File: src/rtl/frame_sync_if.sv
// Bit-serial receive bundle between the front end (master) and the frame
// synchroniser (slave), carrying the lock/framing status back.
interface frame_sync_if #(
  parameter int FRAME_LEN = 16
);
  localparam int BPW = $clog2(FRAME_LEN);

  // s_valid qualifies s_in for exactly one bit per cycle; there is no
  // backpressure, so the receiver consumes every qualified bit.
  logic           s_in;
  logic           s_valid;
  logic           valido;
  logic           frame_start;
  logic           sync_err;
  logic [BPW-1:0] bit_pos;
  logic [1:0]     state;

  modport master (
    output s_in, s_valid,
    input  valido, frame_start, sync_err, bit_pos, state
  );

  modport slave (
    input  s_in, s_valid,
    output valido, frame_start, sync_err, bit_pos, state
  );
endinterface

File: src/rtl/frame_sync_det.sv
// Serial frame synchroniser: hunts for SYNC_PAT, confirms it at fixed frame
// spacing before locking, flywheels over isolated bad sync words.
module frame_sync_det #(
  parameter int             N          = 5,
  parameter logic [N-1:0]   SYNC_PAT   = 5'b10100,
  parameter logic [N-1:0]   RESET_PAT  = 5'b00000,
  parameter int             FRAME_LEN  = 16,
  parameter int             LOCK_CNT   = 3,
  parameter int             UNLOCK_CNT = 2
) (
  input  logic         clk,
  input  logic         rst,
  frame_sync_if.slave  sif
);
  localparam int BPW = $clog2(FRAME_LEN);
  localparam int HW  = $clog2(LOCK_CNT + 1);
  localparam int MW  = $clog2(UNLOCK_CNT + 1);

  typedef enum logic [1:0] {
    HUNT    = 2'b00,
    PRESYNC = 2'b01,
    SYNC    = 2'b10,
    LOSS    = 2'b11
  } state_t;

  state_t         state_q, state_n;
  logic [N-2:0]   sr_q, sr_n;
  logic [BPW-1:0] bit_pos_q, bit_pos_n;
  logic [HW-1:0]  hit_q, hit_n, hit_inc;
  logic [MW-1:0]  miss_q, miss_n, miss_inc;
  logic           fs_q, fs_n;
  logic           se_q, se_n;

  logic [N-1:0]   w;
  logic           ckpt, sync_hit, rst_hit;

  // Only the newest N-1 bits need storing; the window adds the incoming bit.
  assign w        = {sr_q, sif.s_in};
  assign sync_hit = (w == SYNC_PAT);
  assign rst_hit  = (w == RESET_PAT);
  assign ckpt     = (bit_pos_q == BPW'(FRAME_LEN - 1));
  assign hit_inc  = hit_q + HW'(1);
  assign miss_inc = miss_q + MW'(1);

  always_comb begin
    state_n   = state_q;
    sr_n      = sr_q;
    bit_pos_n = bit_pos_q;
    hit_n     = hit_q;
    miss_n    = miss_q;
    fs_n      = 1'b0;
    se_n      = 1'b0;
    if (sif.s_valid) begin
      sr_n      = w[N-2:0];
      bit_pos_n = ckpt ? '0 : bit_pos_q + BPW'(1);
      case (state_q)
        HUNT: begin
          if (sync_hit) begin
            bit_pos_n = '0;
            hit_n     = HW'(1);
            if (LOCK_CNT == 1) begin
              state_n = SYNC;
              fs_n    = 1'b1;
              miss_n  = '0;
            end else begin
              state_n = PRESYNC;
            end
          end
        end
        PRESYNC: begin
          if (ckpt) begin
            if (sync_hit) begin
              hit_n = hit_inc;
              if (hit_inc == HW'(LOCK_CNT)) begin
                state_n = SYNC;
                fs_n    = 1'b1;
                miss_n  = '0;
              end
            end else begin
              state_n = HUNT;
              hit_n   = '0;
            end
          end
        end
        default: begin
          // Reset pattern wins over a coincident checkpoint evaluation.
          if (rst_hit) begin
            state_n = HUNT;
            hit_n   = '0;
            miss_n  = '0;
          end else if (ckpt) begin
            if (sync_hit) begin
              state_n = SYNC;
              miss_n  = '0;
              fs_n    = 1'b1;
            end else begin
              se_n = 1'b1;
              if (miss_inc == MW'(UNLOCK_CNT)) begin
                state_n = HUNT;
                hit_n   = '0;
                miss_n  = '0;
              end else begin
                state_n = LOSS;
                miss_n  = miss_inc;
              end
            end
          end
        end
      endcase
    end
  end

  always_ff @(posedge clk) begin
    if (!rst) begin
      state_q   <= HUNT;
      sr_q      <= '0;
      bit_pos_q <= '0;
      hit_q     <= '0;
      miss_q    <= '0;
      fs_q      <= 1'b0;
      se_q      <= 1'b0;
    end else begin
      state_q   <= state_n;
      sr_q      <= sr_n;
      bit_pos_q <= bit_pos_n;
      hit_q     <= hit_n;
      miss_q    <= miss_n;
      fs_q      <= fs_n;
      se_q      <= se_n;
    end
  end

  assign sif.state       = state_q;
  assign sif.valido      = (state_q == SYNC) || (state_q == LOSS);
  assign sif.frame_start = fs_q;
  assign sif.sync_err    = se_q;
  assign sif.bit_pos     = bit_pos_q;
endmodule

File: src/flat_wrapper.sv
// flat-port wrapper written by rule: the top's interface ports become plain ports
module frame_sync_det_flat 
#(
  parameter int             N          = 5,
  parameter logic [N-1:0]   SYNC_PAT   = 5'b10100,
  parameter logic [N-1:0]   RESET_PAT  = 5'b00000,
  parameter int             FRAME_LEN  = 16,
  parameter int             LOCK_CNT   = 3,
  parameter int             UNLOCK_CNT = 2
)
  (clk, rst, sif_s_in, sif_s_valid, sif_valido, sif_frame_start, sif_sync_err, sif_bit_pos, sif_state);
  frame_sync_if #(.FRAME_LEN(FRAME_LEN)) sif_i ();
  input  logic clk;
  input  logic rst;
  input wire logic [$bits(sif_i.s_in)-1:0] sif_s_in;
  input wire logic [$bits(sif_i.s_valid)-1:0] sif_s_valid;
  output wire logic [$bits(sif_i.valido)-1:0] sif_valido;
  output wire logic [$bits(sif_i.frame_start)-1:0] sif_frame_start;
  output wire logic [$bits(sif_i.sync_err)-1:0] sif_sync_err;
  output wire logic [$bits(sif_i.bit_pos)-1:0] sif_bit_pos;
  output wire logic [$bits(sif_i.state)-1:0] sif_state;
  assign sif_i.s_in = sif_s_in;
  assign sif_i.s_valid = sif_s_valid;
  assign sif_valido = sif_i.valido;
  assign sif_frame_start = sif_i.frame_start;
  assign sif_sync_err = sif_i.sync_err;
  assign sif_bit_pos = sif_i.bit_pos;
  assign sif_state = sif_i.state;
  frame_sync_det #(.N(N), .SYNC_PAT(SYNC_PAT), .RESET_PAT(RESET_PAT), .FRAME_LEN(FRAME_LEN), .LOCK_CNT(LOCK_CNT), .UNLOCK_CNT(UNLOCK_CNT)) u_core (.clk(clk), .rst(rst), .sif(sif_i));
endmodule
File: config.mk
export PLATFORM = sky130hd
export DESIGN_NAME = frame_sync_det_flat
export DESIGN_NICKNAME = d
export VERILOG_FILES = /design/src/rtl/frame_sync_if.sv /design/src/rtl/frame_sync_det.sv /design/src/flat_wrapper.sv
export SDC_FILE = /design/constraint.sdc
export NUM_CORES = 1
export LEC_CHECK = 0
export BUFFER_PORTS_ARGS = -buffer_cell sky130_fd_sc_hd__clkbuf_2
export CAP_MARGIN = 0
export CELL_PAD_IN_SITES_DETAIL_PLACEMENT = 0
export CELL_PAD_IN_SITES_GLOBAL_PLACEMENT = 2
export CORE_UTILIZATION = 34
export CTS_BUF_LIST = sky130_fd_sc_hd__clkbuf_8
export CTS_CLUSTER_SIZE = 14
export DETAILED_ROUTE_END_ITERATION = 12
export PLACE_DENSITY = 0.83
export SLEW_MARGIN = 20
export SYNTH_ARGS = -nofsm -noshare
export SYNTH_HDL_FRONTEND = slang
export SYNTH_SLANG_ARGS = --single-unit
File: constraint.sdc
create_clock -name clk -period 2.2 [get_ports clk]
set_input_delay 0.22 -clock clk [delete_from_list [all_inputs] [get_ports clk]]
set_output_delay 0.22 -clock clk [all_outputs]
set_load 0.05 [all_outputs]
[After elaboration in Yosys (flattened, before gate mapping)]
Cells that the tools add are included.
Storage, ports and cells
  register bits: 16
  output and inout bits: 9
  word-level logic and storage cells: 73
Cells by class
  $add $sub $neg: 3
  eq/ne operators: 13
  muxes and demuxes: 35
  bitwise logic cells: 4
  reduce and logical (&&, ||, !) cells: 11
Operator list (number)
  two-way mux 2 bit: 21
  two-way mux 4 bit: 3
  one-hot mux 2 bit (2 select lines): 3
  AND reduction 6 bit: 2
  equality test 2 bit, second input constant: 4
  != test 2 x 1 -> 1 bit, second input constant: 4
  two-way mux 1 bit: 7
  OR reduction 6 bit: 1
  equality test 5 bit, second input constant: 1
  logical NOT 5 bit: 1
  AND reduction 5 bit: 1
  adder 2 x 1 -> 2 bit, second input constant: 2
  adder 4 x 1 -> 4 bit, second input constant: 1
  equality test 4 bit, second input constant: 1
  != test 4 bit, second input constant: 1
  NOT 1 bit: 4
  nonzero test 4 bit: 1
  != test 3 bit, second input constant: 1
  nonzero test 3 bit: 1
  equality test 2 x 1 -> 1 bit, second input constant: 1
  logical NOT 2 bit: 1
  one-hot mux 1 bit (2 select lines): 1
  AND reduction 2 bit: 1
  nonzero test 2 bit: 1
  logical OR 1 bit: 1

[Logic depth before layout (Yosys ltp)]
Gate-level depths: netlist of run 1.
  depth after elaboration: 7
  mapped depth: 6
  mapped depth without buffers: 6

[Worst setup path before layout of run 1]
OpenSTA, ideal clock, no wires.
  path type: register to register
  start: register u_core.bit_pos_q[0] (netlist: u_core.sif.bit_pos[0])
  end: register u_core.state_q[0] (netlist: u_core.sif.state[0])
  library setup time: 119 ps
  arrival: 1917 ps
  required time: 2081 ps
  path slack: 165 ps
  cell stages (with the launch flop): 7
  cell sequence: dfxtp_1 ha_1 and3_1 a21oi_1 a221oi_4 o21ai_1 o221a_1
Between the ends
  longest elaborated chain between the ends: 3
  elaborated cells on any way between the ends: 4
  classes of those cells: 2 x eq/ne; 2 x reduce/logical
RTL lines
  from (decl): RTL line frame_sync_det.sv:28  | logic [BPW-1:0] bit_pos_q, bit_pos_n;
  from (signal assigned): RTL line frame_sync_det.sv:125  | bit_pos_q <= bit_pos_n;
  equality test 4 bit *: RTL line frame_sync_det.sv:41  | assign ckpt = (bit_pos_q == BPW'(FRAME_LEN - 1));
  != test 2 x 1 -> 1 bit (no source line) / nonzero test 3 bit (equally long branches)
  AND reduction 5 bit (no source line) *
  to (signal assigned): RTL line frame_sync_det.sv:123  | state_q <= state_n;
  to (decl): RTL line frame_sync_det.sv:26  | state_t state_q, state_n;
Every way passes the cells marked *; elsewhere a longest branch is shown, timed or not.
A chain may end at the register's enable or synchronous reset.

[Worst setup path in the final report of run 1]
  start: register u_core.sr_q[0]
  end: register u_core.state_q[0] (netlist: u_core.sif.state[0])
Between the ends
  longest elaborated chain between the ends: 5
  elaborated cells on any way between the ends: 12
  classes of those cells: 3 x eq/ne; 6 x mux; 3 x reduce/logical
RTL lines
  from (decl): RTL line frame_sync_det.sv:27  | logic [N-2:0] sr_q, sr_n;
  from (signal assigned): RTL line frame_sync_det.sv:124  | sr_q <= sr_n;
  equality test 5 bit: RTL line frame_sync_det.sv:39  | assign sync_hit = (w == SYNC_PAT);
  two-way mux 2 bit: RTL line frame_sync_det.sv:92  | if (sync_hit) begin
  two-way mux 2 bit: RTL line frame_sync_det.sv:91  | end else if (ckpt) begin
  two-way mux 2 bit: RTL line frame_sync_det.sv:87  | if (rst_hit) begin
  one-hot mux 2 bit (2 select lines): RTL line frame_sync_det.sv:56  | case (state_q)
Several ways; a longest one is shown, not always the timed one. The select of a mux whose other input is x is not followed.

==> results.md, run 1 <==
| Metric | This run | Unit |
|:---|:---|:---|
| Outcome | finished clean | - |
| Final antenna-violating net count | 0 | - |
| Routed length per placed instance | 13.3 | um |
| Register area | 320 | um^2 |
| Hold buffer count at cts | 0 | - |
| Synthesized instance count | 98 | - |
| Startpoint of the lowest-slack hold path | sif_s_in | - |
| Setup TNS after final layout | 0 | ns |
| TritonCTS buffer count | 3 | - |
| Max-cap viol count | 0 | - |
| Latest clock arrival within the worst-skew pair | 0.25 | ns |
| Cell at the slowest stage of the critical path | or3_4 | - |
| Peak ir drop on the vdd network | 0.484 | mV |
| Most common cell after layout, fill and taps aside | dfxtp_1 | - |
| DRC violations left | 0 | - |
| Number of nets at the end of the flow | 116 | - |
| Post-place instance area | 927 | um^2 |
| Iter 0 DRT Violations | 18 | - |
| Boundary pin count | 13 | - |
| Max Clk Rate | 526 | MHz |
| Minimum setup slack among reg-to-reg paths | 0.30 | ns |
| Summed area of non-filler cells in the final layout | 982 | um^2 |
| CP Max Fanout | 6 | - |
| Worst hold path type | input port to register | - |
| Number of endpoints failing setup at the final stage | 0 | - |
| Worst clock skew on the final layout | 0.00114 | ns |
| Final Max Tran Viols | 0 | - |
| Top cell by count, worst path | or3_4 | - |
| Half-perimeter wire length after placement | 1310 | um |
| Row count | 17 | - |
| Unrepaired setup endpoints after global routing | no | - |
| Area of the multi-input gates | 497 | um^2 |
| Wire length reported by the detailed router | 1820 | um |
| Pin count of the biggest net entering global routing | 15 | - |
| Area grow syn2layout | 15.4 | % |
| Fill cells | 237 | - |
| Number of global-route vias before repair | 725 | - |
| First-pass GRT wire length | 3220 | um |
| Floorplan die area | 2710 | um^2 |
| Capture instance of the worst register-to-register path | u_core.sif.state[0] | - |
| CTS tree | done | - |
| Number of optimization iterations in the first detailed-route pass | 4 | - |
| Total setup buffers inserted after CTS | 0 | - |
| Register clock-pin slew on the reported worst setup and hold paths | 0.06 | ns |
| Clock period minus worst slack | 1.90 | ns |
| Synthesized area per cell | 8.68 | um^2 |
| Synth Net Count | 104 | - |
| Worst hold slack | 0.254 | ns |
| Clk sink count | 16 | - |
| Remaining max-slew budget at the tightest pin | 0.668 | - |
| Die boundary width | 52.0 | um |
| Period utilisation layout | 0.865 | - |
| Worst setup timing slack at the placement stage | 0.310 | ns |
| Number of diodes added for antenna fixing | 0 | - |
| Die extent in y | 52.0 | um |
| Placeable Area | 2280 | um^2 |
| Largest incremental delay on the critical path | 0.42 | ns |
| Syn Std Cell Area | 851 | um^2 |
| Data required time of the critical path | 2.35 | ns |
| Via density per instance | 5.42 | - |
| Cell area power density | 634 | nW/um^2 |
| Library cell used as clock root buffer | clkbuf_8 | - |
| Post-cts gate resize count | 0 | - |
| Reported leakage power | 0.000400 | uW |
| Number of endpoints with negative hold slack in the final report | 0 | - |
| CP startpoint kind | register | - |
| Initial antenna violation count | 0 | - |
| Number of cells on the worst hold path | 3 | - |
| Commonest cells after routing, fill and taps aside | 16 x dfxtp_1, 12 x clkbuf_2, 8 x nor2_1 | - |
| Data arrival time of the worst path | 2.05 | ns |
| Endpoint of the worst hold-timing path | u_core.sr_q[0] | - |
| Critical Setup Path Class | register to register | - |
| Port Buf Inserts | 12 | - |
| Measured slew at the worst slew-check pin | 0.497 | ns |
| Synthesis-stage register bit count | 16 | - |
| Synthesis Warnings | 0 | - |
| Share of layout cells above drive strength 1 | 0.220 | - |
| Routability-driven placement congestion ratio | 0.809 | - |
| Number of distinct library cells after synthesis | 37 | - |
| Vias after detailed routing | 742 | - |
| Total Routing Usage GR | 0.164 | - |
| Crit end category | register | - |
| Overall overflow remaining after global route | 0 | - |
| Setup slack of the critical path after layout | 0.297 | ns |
| Seq/Total Area, Yosys | 0.376 | - |
| H-tree depth | 1 | - |
| Effective utilization at floorplan | 0.374 | - |
| Logic depth of the worst register-to-register path | 5 | - |
| Deepest clock path buffer count | 2 | - |
| Cells traversed along the worst timing path | or3_4, or3_4, a221oi_4, o21ai_1, o221a_1 | - |
| Final Power | 622 | uW |
| Start of the worst register-to-register path | u_core.sr_q[0] | - |
registers in the layout, indices dropped and copies added, names as in the netlist:
signal                  cells
u_core.hit_q                2
u_core.sr_q                 4
u_core.miss_q               2
u_core.sif.state            2
u_core.sif.bit_pos          4
u_core.sif.sync_err         1
u_core.sif.frame_start      1
per-stage QoR:
stage | instances | util
final | 137 | 0.432
after floorplan | 98 | -
after detailed placement | 133 | 0.407
after global placement | 133 | 0.407
after CTS | 137 | 0.432
after global routing | 137 | 0.432
final cells by class:
cell class	count	area share
timing repair buffer	12	0.0611
multi-input combinational	73	0.506
tap	28	0.0357
inverter	4	0.0153
clock buffer	4	0.0561
sequential	16	0.326
power breakdown:
| part | internal [uW] | switching [uW] | total [uW] |
|---|---|---|---|
| sequential | 295 | 6.22 | 301 |
| combinational | 19.4 | 38.6 | 58.0 |
| clock | 159 | 104 | 263 |
worst max-delay path, delay by kind of cell, from the launching register on:
kind            cells  cell delay, ns
simple gates        2            0.81
flops               1            0.33
compound gates      3            0.66
worst max-delay path by stage:
stage / end / startpoint / slack, ns / cells past startpoint
floorplan: u_core.sif.state[0] / u_core.sif.bit_pos[0] / 0.16 / 6
global placement: u_core.sif.state[0] / u_core.sr_q[0] / 0.33 / 5
detailed placement: u_core.sif.state[0] / u_core.sr_q[0] / 0.31 / 5
CTS: u_core.sif.state[0] / u_core.sr_q[0] / 0.30 / 5
global route: u_core.sif.state[0] / u_core.sr_q[0] / 0.18 / 5
finish: u_core.sif.state[0] / u_core.sr_q[0] / 0.30 / 5
cells in the mapped netlist:
master | n | area, um^2
dfxtp_1 | 16 | 320
nor2_1 | 8 | 30.0
a21oi_1 | 6 | 30.0
mux2i_1 | 6 | 60.1
nand2_1 | 6 | 22.5
nand3_1 | 5 | 25.0
clkbuf_1 | 4 | 15.0
inv_1 | 4 | 15.0
nor3_1 | 4 | 20.0
o21ai_0 | 4 | 20.0
or3_1 | 3 | 18.8
and3_1 | 2 | 12.5
ha_1 | 2 | 25.0
nand2b_1 | 2 | 12.5
nand3b_1 | 2 | 15.0
nor4b_1 | 2 | 17.5
or3_4 | 2 | 22.5
a21o_1 | 1 | 7.51
a221oi_4 | 1 | 26.3
a2bb2oi_1 | 1 | 8.76
a311oi_1 | 1 | 8.76
a31o_1 | 1 | 8.76
a31o_2 | 1 | 8.76
and2_2 | 1 | 7.51
and4b_1 | 1 | 10.0
buf_1 | 1 | 3.75
nand2_2 | 1 | 6.26
nand4_1 | 1 | 6.26
nor2b_1 | 1 | 6.26
nor4_1 | 1 | 6.26
o21ai_1 | 1 | 5.00
o221a_1 | 1 | 11.3
o221ai_1 | 1 | 8.76
o22ai_1 | 1 | 6.26
o311ai_0 | 1 | 8.76
or2_2 | 1 | 6.26
or3_2 | 1 | 7.51
logic make-up after synthesis:
family	Yosys count	synth area share
AND/OR/NAND/NOR	44	0.297
AO/OA/AOI/OAI	21	0.187
flip-flops	16	0.376
buffers and inverters	9	0.0397
multiplexers	6	0.0706
adder cells (fa/ha/maj)	2	0.0294
layer usage:
layer  GRT usage  vias up  wire length [um]
li1            -      383                 -
met1       0.216      345               948
met2       0.244       12               795
met3      0.0614        2                70
met4      0.0541        0                 9
met5           0        -                 0
Note: power is estimated with default switching activity, not from simulation.
==> run 2, diff against run 1 <==
--- a/config.mk
+++ b/config.mk
@@ -5,15 +5,16 @@
 export SDC_FILE = /design/constraint.sdc
 export NUM_CORES = 1
 export LEC_CHECK = 0
-export BUFFER_PORTS_ARGS = -buffer_cell sky130_fd_sc_hd__clkbuf_2
-export CAP_MARGIN = 0
+export CAP_MARGIN = 25
 export CELL_PAD_IN_SITES_DETAIL_PLACEMENT = 0
 export CELL_PAD_IN_SITES_GLOBAL_PLACEMENT = 2
-export CORE_UTILIZATION = 34
+export CORE_UTILIZATION = 38
 export CTS_BUF_LIST = sky130_fd_sc_hd__clkbuf_8
 export CTS_CLUSTER_SIZE = 14
 export DETAILED_ROUTE_END_ITERATION = 12
+export DONT_BUFFER_PORTS = 1
 export PLACE_DENSITY = 0.83
+export REMOVE_ABC_BUFFERS = 1
 export SLEW_MARGIN = 20
 export SYNTH_ARGS = -nofsm -noshare
 export SYNTH_HDL_FRONTEND = slang
==> run 2 against run 1 <==
Clock-buffer cell count is the same. Critical endpoint is now u_core.hit_q[0]. Worst setup slack about the same. Sequential share of layout area up 0.55 points. Utilization is 4.1 points higher. Global-route usage fell by 0.071 points. First-iteration DRC count fell by 5.6%. Routed wire length down 2.2%. Die area down 10%. Sequential power is essentially flat.
==> results.md, run 2 (synthesized netlist as in run 1, its figures left out) <==
| Metric | This run | Unit | Change |
|:---|:---|:---|:---|
| CTS tree | done | - | unchanged |
| Floorplan die area | 2430 | um^2 | was 2710 um^2 |
| Commonest cells after routing, fill and taps aside | 16 x dfxtp_1, 8 x nor2_1 | - | was 16 x dfxtp_1, 12 x clkbuf_2, 8 x nor2_1 |
| Routability-driven placement congestion ratio | 0.733 | - | was 0.809 |
| Die boundary width | 49.3 | um | was 52.0 um |
| DRC violations left | 0 | - | unchanged |
| Vias after detailed routing | 735 | - | was 742 |
| Max Clk Rate | 526 | MHz | about the same |
| Total Routing Usage GR | 0.164 | - | about the same |
| Clk sink count | 16 | - | unchanged |
| Overall overflow remaining after global route | 0 | - | unchanged |
| Half-perimeter wire length after placement | 1310 | um | about the same |
| Routed length per placed instance | 13.7 | um | was 13.3 um |
| Port Buf Inserts | 0 | - | was 12 |
| Number of endpoints with negative hold slack in the final report | 0 | - | unchanged |
| Hold buffer count at cts | 0 | - | unchanged |
| Setup TNS after final layout | 0 | ns | unchanged |
| Critical Setup Path Class | register to register | - | unchanged |
| Register clock-pin slew on the reported worst setup and hold paths | 0.06 | ns | about the same |
| Data arrival time of the worst path | 2.04 | ns | was 2.05 ns |
| Cell area power density | 629 | nW/um^2 | was 634 nW/um^2 |
| Latest clock arrival within the worst-skew pair | 0.24 | ns | was 0.25 ns |
| Crit end category | register | - | unchanged |
| Row count | 16 | - | was 17 |
| Area grow syn2layout | 13.5 | % | was 15.4% |
| Outcome | finished clean | - | unchanged |
| Unrepaired setup endpoints after global routing | no | - | unchanged |
| Total setup buffers inserted after CTS | 0 | - | unchanged |
| Worst hold path type | input port to register | - | unchanged |
| TritonCTS buffer count | 3 | - | unchanged |
| Reported leakage power | 0.000379 | uW | was 0.000400 uW |
| H-tree depth | 1 | - | unchanged |
| CP startpoint kind | register | - | unchanged |
| Max-cap viol count | 0 | - | unchanged |
| Library cell used as clock root buffer | clkbuf_8 | - | unchanged |
| Number of nets at the end of the flow | 110 | - | was 116 |
| Number of endpoints failing setup at the final stage | 0 | - | unchanged |
| Final Max Tran Viols | 0 | - | unchanged |
| Wire length reported by the detailed router | 1780 | um | was 1820 um |
| Iter 0 DRT Violations | 17 | - | was 18 |
| Share of layout cells above drive strength 1 | 0.175 | - | was 0.220 |
| CP Max Fanout | 6 | - | unchanged |
| Number of optimization iterations in the first detailed-route pass | 4 | - | unchanged |
| Measured slew at the worst slew-check pin | 0.576 | ns | was 0.497 ns |
| Remaining max-slew budget at the tightest pin | 0.612 | - | was 0.668 |
| Initial antenna violation count | 0 | - | unchanged |
| Effective utilization at floorplan | 0.417 | - | was 0.374 |
| Peak ir drop on the vdd network | 0.414 | mV | was 0.484 mV |
| Die extent in y | 49.3 | um | was 52.0 um |
| Number of diodes added for antenna fixing | 0 | - | unchanged |
| Final antenna-violating net count | 0 | - | unchanged |
| Via density per instance | 5.65 | - | was 5.42 |
| Post-layout utilization of the core | 0.473 | - | was 0.432 |
| Data required time of the critical path | 2.34 | ns | was 2.35 ns |
| Deepest clock path buffer count | 2 | - | unchanged |
| Worst clock skew on the final layout | 0.00228 | ns | was 0.00114 ns |
| Period utilisation layout | 0.865 | - | about the same |
| Boundary pin count | 13 | - | unchanged |
| Most common cell after layout, fill and taps aside | dfxtp_1 | - | unchanged |
| Placeable Area | 2040 | um^2 | was 2280 um^2 |
| Number of global-route vias before repair | 678 | - | was 725 |
| First-pass GRT wire length | 3050 | um | was 3220 um |
| Clock period minus worst slack | 1.90 | ns | about the same |
| Pin count of the biggest net entering global routing | 15 | - | unchanged |
| Post-cts gate resize count | 0 | - | unchanged |
## run 2: worst max-delay path: stages (launching register included)
cell and delay, ns:
dfxtp_1 0.34, or3_4 0.41, or3_4 0.38, a221oi_4 0.33, nand2_2 0.10, a31o_1 0.23
## run 2: layout make-up
class | count | area [um^2]
tap | 27 | 33.8
timing repair buffer | 6 | 45.0
clock buffer | 4 | 55.1
multi-input combinational | 73 | 497
sequential | 16 | 320
inverter | 4 | 15.0
fill | 212 | 1080
## run 2: per-stage QoR
step	instance area, um^2	instances	setup WS [ns]	hold WS (ns)	total power (uW)
2_1_floorplan	832	93	0.105	0.343	346
3_3_place_gp	911	126	0.329	0.352	357
3_5_place_dp	911	126	0.316	0.351	358
4_1_cts	966	130	0.301	0.0918	618
5_1_grt	966	130	0.203	0.0934	639
6_report	966	130	0.297	0.0987	607
## run 2: layer usage
layer  global-route usage  up-vias  routed length, um
met1                0.204      351                867
met2                0.265       14                849
met4               0.0441        0                  0
li1                     -      370                  -
met3               0.0561        0                 66
met5                    0        -                  0
## run 2: final timing paths
| kind | startpoint | to | slack, ns | cells after the start |
|---|---|---|---|---|
| worst min register to register | u_core.miss_q[1] | u_core.miss_q[1] | 0.44 | 2 |
| worst max-delay path | u_core.sr_q[0] | u_core.hit_q[0] | 0.30 | 5 |
| worst max register to register | u_core.sr_q[0] | u_core.hit_q[0] | 0.30 | 5 |
| worst min-delay path | rst | u_core.miss_q[1] | 0.1 | 2 |
## run 2: where the power goes
part	switching (uW)	internal (uW)	total (uW)
clock	97.7	158	256
sequential	4.29	295	299
combinational	32.0	19.8	51.8
total	134	473	607
